## src/rtl/fpu_io_pkg.sv

```systemverilog
// Shared definitions for the FP calculator's off-chip I/O blocks
// (operand receiver and result transmitter).
package fpu_io_pkg;

    typedef enum logic [1:0] {
        IDLE,
        PRESENT,
        RELEASE
    } tx_state_e;

    localparam int FP_RESULT_W = 10;
    localparam int FP_BEAT_W   = 10;

    // io pin positions: ack comes in on io_in, valid ("done") goes out on io_out
    localparam int ACK_PIN   = 0;
    localparam int VALID_PIN = 10;

endpackage

```

## src/rtl/sync_2ff.sv

```systemverilog
// Generic two-flop synchroniser for a single asynchronous input,
// asynchronously reset to 0.
module sync_2ff (
    input  logic clock,
    input  logic reset,
    input  logic d,
    output logic q
);

    logic meta;

    always_ff @(posedge clock or posedge reset) begin
        if (reset) begin
            meta <= 1'b0;
            q    <= 1'b0;
        end else begin
            meta <= d;
            q    <= meta;
        end
    end

endmodule

```

## src/rtl/fpu_result_tx.sv

```systemverilog
// Result transmitter: buffers finished calculator results and sends them
// off-chip MS beat first over a 4-phase valid/ack handshake.
module fpu_result_tx
    import fpu_io_pkg::*;
#(
    parameter int DATA_W = FP_RESULT_W,
    parameter int BEAT_W = FP_BEAT_W,
    parameter int DEPTH  = 2
) (
    input  logic              clock,
    input  logic              reset,
    input  logic [DATA_W-1:0] result,
    input  logic              done_calc,
    input  logic              host_ack,
    output logic [BEAT_W-1:0] out_data,
    output logic              out_valid,
    output logic              out_last,
    output logic              overflow,
    output logic              busy
);

    localparam int NBEATS = DATA_W / BEAT_W;
    localparam int PTR_W  = $clog2(DEPTH);
    localparam int CNT_W  = $clog2(DEPTH + 1);
    localparam int BIDX_W = (NBEATS > 1) ? $clog2(NBEATS) : 1;

    localparam logic [CNT_W-1:0]  FULL_CNT  = CNT_W'(DEPTH);
    localparam logic [BIDX_W-1:0] LAST_BEAT = BIDX_W'(NBEATS - 1);

    function automatic logic [BEAT_W-1:0] beat_of(input logic [DATA_W-1:0] word,
                                                   input logic [BIDX_W-1:0] idx);
        logic [DATA_W-1:0] shifted;
        shifted = word << (int'(idx) * BEAT_W);
        return shifted[DATA_W-1 -: BEAT_W];
    endfunction

    logic ack_s;

    sync_2ff u_ack_sync (
        .clock (clock),
        .reset (reset),
        .d     (host_ack),
        .q     (ack_s)
    );

    logic [DATA_W-1:0] mem [DEPTH];
    logic [PTR_W-1:0]  wr_ptr;
    logic [PTR_W-1:0]  rd_ptr;
    logic [CNT_W-1:0]  count;
    logic [CNT_W-1:0]  count_nxt;
    tx_state_e         state;
    logic [BIDX_W-1:0] beat_idx;
    logic [BIDX_W-1:0] next_idx;
    logic              last_beat;
    logic              pop;
    logic              push;

    assign next_idx  = beat_idx + 1'b1;
    assign last_beat = (beat_idx == LAST_BEAT);
    assign pop       = (state == RELEASE) && !ack_s && last_beat;
    assign push      = done_calc && ((count != FULL_CNT) || pop);

    always_comb begin
        count_nxt = count;
        if (push && !pop)
            count_nxt = count + 1'b1;
        else if (pop && !push)
            count_nxt = count - 1'b1;
    end

    always_ff @(posedge clock) begin
        if (push)
            mem[wr_ptr] <= result;
    end

    // The head entry stays in the buffer for the whole handshake, so a
    // non-IDLE state always implies a non-zero count: busy reduces to count!=0.
    always_ff @(posedge clock or posedge reset) begin
        if (reset) begin
            wr_ptr   <= '0;
            rd_ptr   <= '0;
            count    <= '0;
            overflow <= 1'b0;
            busy     <= 1'b0;
        end else begin
            if (push)
                wr_ptr <= wr_ptr + 1'b1;
            if (pop)
                rd_ptr <= rd_ptr + 1'b1;
            count <= count_nxt;
            busy  <= (count_nxt != '0);
            if (done_calc && !push)
                overflow <= 1'b1;
        end
    end

    always_ff @(posedge clock or posedge reset) begin
        if (reset) begin
            state     <= IDLE;
            beat_idx  <= '0;
            out_data  <= '0;
            out_valid <= 1'b0;
            out_last  <= 1'b0;
        end else begin
            case (state)
                IDLE: begin
                    if (count != '0) begin
                        out_data  <= beat_of(mem[rd_ptr], beat_idx);
                        out_valid <= 1'b1;
                        out_last  <= last_beat;
                        state     <= PRESENT;
                    end
                end
                PRESENT: begin
                    if (ack_s) begin
                        out_valid <= 1'b0;
                        state     <= RELEASE;
                    end
                end
                RELEASE: begin
                    // Wait for ack to drop so a stuck-high ack cannot advance twice
                    if (!ack_s) begin
                        if (last_beat) begin
                            beat_idx <= '0;
                            out_last <= 1'b0;
                            state    <= IDLE;
                        end else begin
                            beat_idx  <= next_idx;
                            out_data  <= beat_of(mem[rd_ptr], next_idx);
                            out_valid <= 1'b1;
                            out_last  <= (next_idx == LAST_BEAT);
                            state     <= PRESENT;
                        end
                    end
                end
                default: state <= IDLE;
            endcase
        end
    end

endmodule

```

## config.mk

```make
export PLATFORM = sky130hd
export DESIGN_NAME = fpu_result_tx
export DESIGN_NICKNAME = d
export VERILOG_FILES = /design/src/rtl/fpu_io_pkg.sv /design/src/rtl/sync_2ff.sv /design/src/rtl/fpu_result_tx.sv
export SDC_FILE = /design/constraint.sdc
export NUM_CORES = 1
export LEC_CHECK = 0
export BUFFER_PORTS_ARGS = -buffer_cell sky130_fd_sc_hd__buf_4
export CAP_MARGIN = 20
export CORE_MARGIN = 2
export CORE_UTILIZATION = 25
export CTS_BUF_LIST = sky130_fd_sc_hd__clkbuf_8
export CTS_CLUSTER_DIAMETER = 100
export CTS_CLUSTER_SIZE = 10
export DETAILED_ROUTE_END_ITERATION = 10
export PLACE_DENSITY = 0.42
export SETUP_SLACK_MARGIN = 0.5
export SKIP_CTS_REPAIR_TIMING = 1
export SLEW_MARGIN = 20
export SYNTH_ARGS = -nofsm -noshare
export SYNTH_HDL_FRONTEND = slang
export SYNTH_SLANG_ARGS = --single-unit
export TNS_END_PERCENT = 100
```

## constraint.sdc

```tcl
create_clock -name clock -period 3.9 [get_ports clock]
set_input_delay 0.195 -clock clock [delete_from_list [all_inputs] [get_ports clock]]
set_output_delay 0.195 -clock clock [all_outputs]
set_load 0.005 [all_outputs]
```

# After elaboration in Yosys (flattened, before gate mapping)
# Memories as Yosys holds them, arrays and structs flattened.
# Cells that the tools add are included.
[word_totals] ff_bits=23 mem_bits_rw=20 inputBits=14 n_memories=1
[classes] n_addsub=5 n_mul=2 eq_ne=7 n_shift=2 n_mux=23 n_bitwise=3 reduce_logical=20
[mem_list] memory="mem" words=2 width=10 read_ports=1 rd_clocked_by_memory_dff=0 wr=1 line_no="fpu_result_tx.sv:46" rtl="logic [DATA_W-1:0] mem [DEPTH];"
[op_table] operator="$mux W10" n=3
[op_table] operator="$pmux W10 S2" n=1
[op_table] operator="$shl A10 B5 Y10" n=2
[op_table] operator="$mux W1" n=11
[op_table] operator="$mux W2" n=5
[op_table] operator="$mul A1 B3 Y4 const B" n=2
[op_table] operator="$ne A2 B2 Y1 const B" n=4
[op_table] operator="$logic_and A1 B1 Y1" n=6
[op_table] operator="$pmux W2 S3" n=1
[op_table] operator="$reduce_and A3 Y1" n=2
[op_table] operator="$reduce_bool A2 Y1" n=3
[op_table] operator="$reduce_and A5 Y1" n=1
[op_table] operator="$reduce_and A4 Y1" n=1
[op_table] operator="$add A1 B1 Y1 const B" n=3
[op_table] operator="$logic_not A1 Y1" n=3
[op_table] operator="$not A1 Y1" n=3
[op_table] operator="$pmux W1 S3" n=1
[op_table] operator="$reduce_bool A3 Y1" n=1
[op_table] operator="$add A2 B1 Y2 const B" n=1
[op_table] operator="$eq A2 B1 Y1 const B" n=1
[op_table] operator="$eq A2 B2 Y1 const B" n=1
[op_table] operator="$logic_not A2 Y1" n=1
[op_table] operator="$ne A2 B1 Y1 const B" n=1
[op_table] operator="$pmux W1 S2" n=1
[op_table] operator="3 further kinds" n=3

# Longest topological paths before layout
[logic_depth] word_depth=10 mapped_depth=6

# By module
# Synthesis repeated with hierarchy kept, for this count alone.
[hier_totals] cells_unflattened=115 hier_area_um2=1624.1
[modules_own_cells] mod="fpu_result_tx" n_inst=1 cells_each=112 area_each_um2=1570.3
[modules_own_cells] mod="sync_2ff" n_inst=1 cells_each=3 area_each_um2=53.8

# Least setup slack after synthesis
# OpenSTA, ideal clock, no wires.
[synth_path] path_type="register -> register" from="reg state[0]" to="mem mem[1][0] (netlist bit) (enable)" arrival_ns=1.342 slack_ns=2.182 path_stages_with_launch=4 path_buffers=0 period_less_slack_ns=1.718 path_cell_list="dfrtp_1 > nor3b_2 > o21ai_1 > nor2_1"
[synth_via] elab_chain_cells=7
[synth_rtl] element="from (decl)" line_no="fpu_result_tx.sv:51" rtl="tx_state_e state;"
[synth_rtl] element="from (signal assigned)" line_no="fpu_result_tx.sv:99" rtl="state <= IDLE;"
[synth_rtl] element="from (signal assigned)" line_no="fpu_result_tx.sv:111" rtl="state <= PRESENT;"
[synth_rtl] element="from (signal assigned)" line_no="fpu_result_tx.sv:117" rtl="state <= RELEASE;"
[synth_rtl] element="$eq A2 B2 Y1" line_no="fpu_result_tx.sv:60" rtl="assign pop = (state == RELEASE) && !ack_s && last_beat;"
[synth_rtl] element="$logic_and A1 B1 Y1 (2 in a row)" line_no="fpu_result_tx.sv:60"
[synth_rtl] element="$logic_or A1 B1 Y1" line_no="fpu_result_tx.sv:61" rtl="assign push = done_calc && ((count != FULL_CNT) || pop);"
[synth_rtl] element="$logic_and A1 B1 Y1" line_no="fpu_result_tx.sv:61"
[synth_rtl] element="$mux W1" line_no="fpu_result_tx.sv:72" rtl="if (push)"
[synth_rtl] element="$mux W1 (not written as such)" line_no="fpu_result_tx.sv:73" rtl="mem[wr_ptr] <= result;"
[synth_rtl] element="to (decl)" line_no="fpu_result_tx.sv:46"
# No other way between the ends.

# Worst setup path after layout
[layout_path] from="reg state[0]" to="mem mem[0][2] (netlist bit) (enable)"
# The elaborated chain is that of the path after synthesis.

==> impl_metrics.json <==
{
  "status": "completed",
  "power.density_nw_per_um2": 748,
  "synth.most_common_cell": "dfrtp_1",
  "final_area_sq_um": 2000,
  "ys_ff_latch": 42,
  "antenna_found_initial": 0,
  "grt_util_all_layers_pct": 8.87,
  "vias": 939,
  "port_buffers": 27,
  "worstSkewPairLatency_ns": 0.29,
  "cp.required_ns": 3.82,
  "viasPerCell": 4.21,
  "area_growth_pct": 23.2,
  "maxCapViolCount": 0,
  "syn_inst": 114,
  "synth-edff-count": 20,
  "drt_iter0_drc": 54,
  "path_class": "flop to flop",
  "place_area_sq_um": 1910,
  "fmax_mhz": 485,
  "setup-tns-final_ns": 0,
  "p_int_uw": 999,
  "period_needed_ns": 2.06,
  "rows": 29,
  "seqPwrFrac_pct": 48.6,
  "synthesis.nets": 130,
  "yosysTopAreaCell": "edfxtp_1",
  "n_antenna_cell": 0,
  "peakVddDrop_v": 0.000259,
  "overflow": 0,
  "synth-seq-area-share_pct": 70.9,
  "max_stage_delay_ns": 0.70,
  "numClockSinks": 42,
  "place_congestion": 0.778,
  "async_flop_share_pct": 52.4,
  "drive_above_1_share_pct": 28.1,
  "switching_share_pct": 33.2,
  "routed_wl_mm": 2.89,
  "ys_types": 28,
  "p_leak_nw": 0.802,
  "cpMaxStageDelayCell": "nor2_1",
  "cts_buffer_depth": 2,
  "die_y_microns": 84.6,
  "fin_crit_sh_pct": 52.9,
  "dp_slack_ns": 1.79,
  "clkTransAtPathRegs_ns": 0.08,
  "drtAntennaViolNets": 0,
  "cts_root_buffer": "clkbuf_8",
  "pwr-share-clk_pct": 18.5,
  "initial_core_util_pct": 25.7,
  "critical_path.endpoint_type": "flop",
  "crit_arrival_ns": 1.98,
  "crit_buf_inv": 0,
  "p_comb_share_pct": 32.9,
  "grt_pass1_vias": 957,
  "synth_flop_cell": "dfrtp_1",
  "relSlewSlack_pct": 40.5,
  "cp_max_fo": 10,
  "dieArea_sq_um": 7160,
  "cp-start-kind": "flop",
  "setup_violations": 0,
  "totalPowerFinal_mw": 1.50,
  "p_switching_uw": 497,
  "hp-class": "input port to flop",
  "cp_top_family": "simple AND/OR/NAND/NOR gates",
  "grt_pass1_wl_mm": 4.84,
  "firstDrtPassIters": 4,
  "num_io_pins": 28,
  "core_area_sq_um": 6310,
  "synth_area_sq_um": 1620,
  "cts_made_buffers": 5,
  "rsz0062_at_grt": "no",
  "drv_slew": 0,
  "yosysWarningCount": 0,
  "skew_ns": 0.00772,
  "n_fill_cell": 650,
  "tritoncts": "built",
  "detail_route.wl_per_cell_microns": 13.0,
  "tightest_slew_ns": 0.889,
  "htree_levels": 2,
  "finalWorstSetupSlack_ns": 1.84,
  "finalNetCount": 161,
  "hold_violations": 0,
  "synth_commonest_cells": "dfrtp_1, edfxtp_1, nor2_1",
  "synth.avg_cell_area_sq_um": 14.2,
  "synthTopCellsByArea": "edfxtp_1, dfrtp_1, mux2i_1, a21oi_1, nor2_1",
  "path_cells": "nor3b_2, o21ai_1, nor2_1",
  "dpl.hpwl_mm": 2.07,
  "synth_top_cell_area_share_pct": 37.0,
  "grt_max_degree": 23,
  "die_w_microns": 84.6,
  "drc": 0
}
[power groups by stage]
stage          Combinational (mW)  Clock, mW  Sequential (mW)
3_3_place_gp                0.494          0            0.733
2_1_floorplan               0.331          0            0.703
5_1_grt                     0.556      0.312            0.750
3_5_place_dp                0.503          0            0.741
4_1_cts                     0.507      0.291            0.732
6_report                    0.492      0.277            0.727
[logic make-up (layout without fill, tap and decap cells)]
kind of cell	after synthesis	after routing	share of synthesized area, %
multiplexers	12	12	7.63
flip-flops	42	42	70.9
AND/OR/NAND/NOR	24	24	7.63
XOR/XNOR	4	4	2.16
AO/OA/AOI/OAI	20	20	7.32
buffers and inverters	10	42	2.85
adder cells (fa/ha/maj)	2	2	1.54
[flip-flops by register name, indices dropped and copies added, names as in the netlist, 2 cells and up]
name      count
count         2
out_data     10
mem          20
state         2
[layout make-up]
cell class	count	area, sq um	area share (%)
Tap cell	77	96.3	4.82
Clock buffer	5	68.8	3.44
Clock inverter	3	20.0	1.00
Timing Repair Buffer	28	210	10.5
Inverter	6	22.5	1.13
Sequential cell	42	1150	57.5
Multi-Input combinational cell	62	432	21.6
[per-stage QoR]
step | cells | util [%] | hold slack (ns)
3_3_place_gp | 215 | 30.3 | 0.310
2_1_floorplan | 114 | - | 0.184
6_report | 223 | 31.7 | 0.0172
3_5_place_dp | 215 | 30.3 | 0.312
4_1_cts | 223 | 31.7 | 0.00644
5_1_grt | 223 | 31.7 | 0.00224
[cells in the final DEF, fill, tap and decap left out, drive strengths merged, types with 2 or more instances in the layout]
master and count:
clkbuf 5, o21ai 3, ha 2, inv 7, nor2 15, a21oi 12, mux2i 12, buf 28
dfrtp 22, edfxtp 20, xnor2 4
[path summary, 6_finish.rpt]
kind | cells past startpoint | end | start | slack [ns]
max | 3 | mem[0][2] | state[0] | 1.84
min | 1 | u_ack_sync.meta | host_ack | 0.02
min reg2reg | 0 | u_ack_sync.q | u_ack_sync.meta | 0.36
max in group asynchronous | 2 | out_data[7] | reset | 3.25
min in group asynchronous | 2 | out_data[8] | reset | 0.10
max reg2reg | 3 | mem[0][2] | state[0] | 1.84
[layer usage]
layer	GRT usage, %	routed length [microns]
met5	0	0
met4	2.60	15
met3	3.54	147
met2	13.3	1410
met1	11.9	1320
No activity file was read; power rests on OpenSTA's default activity.
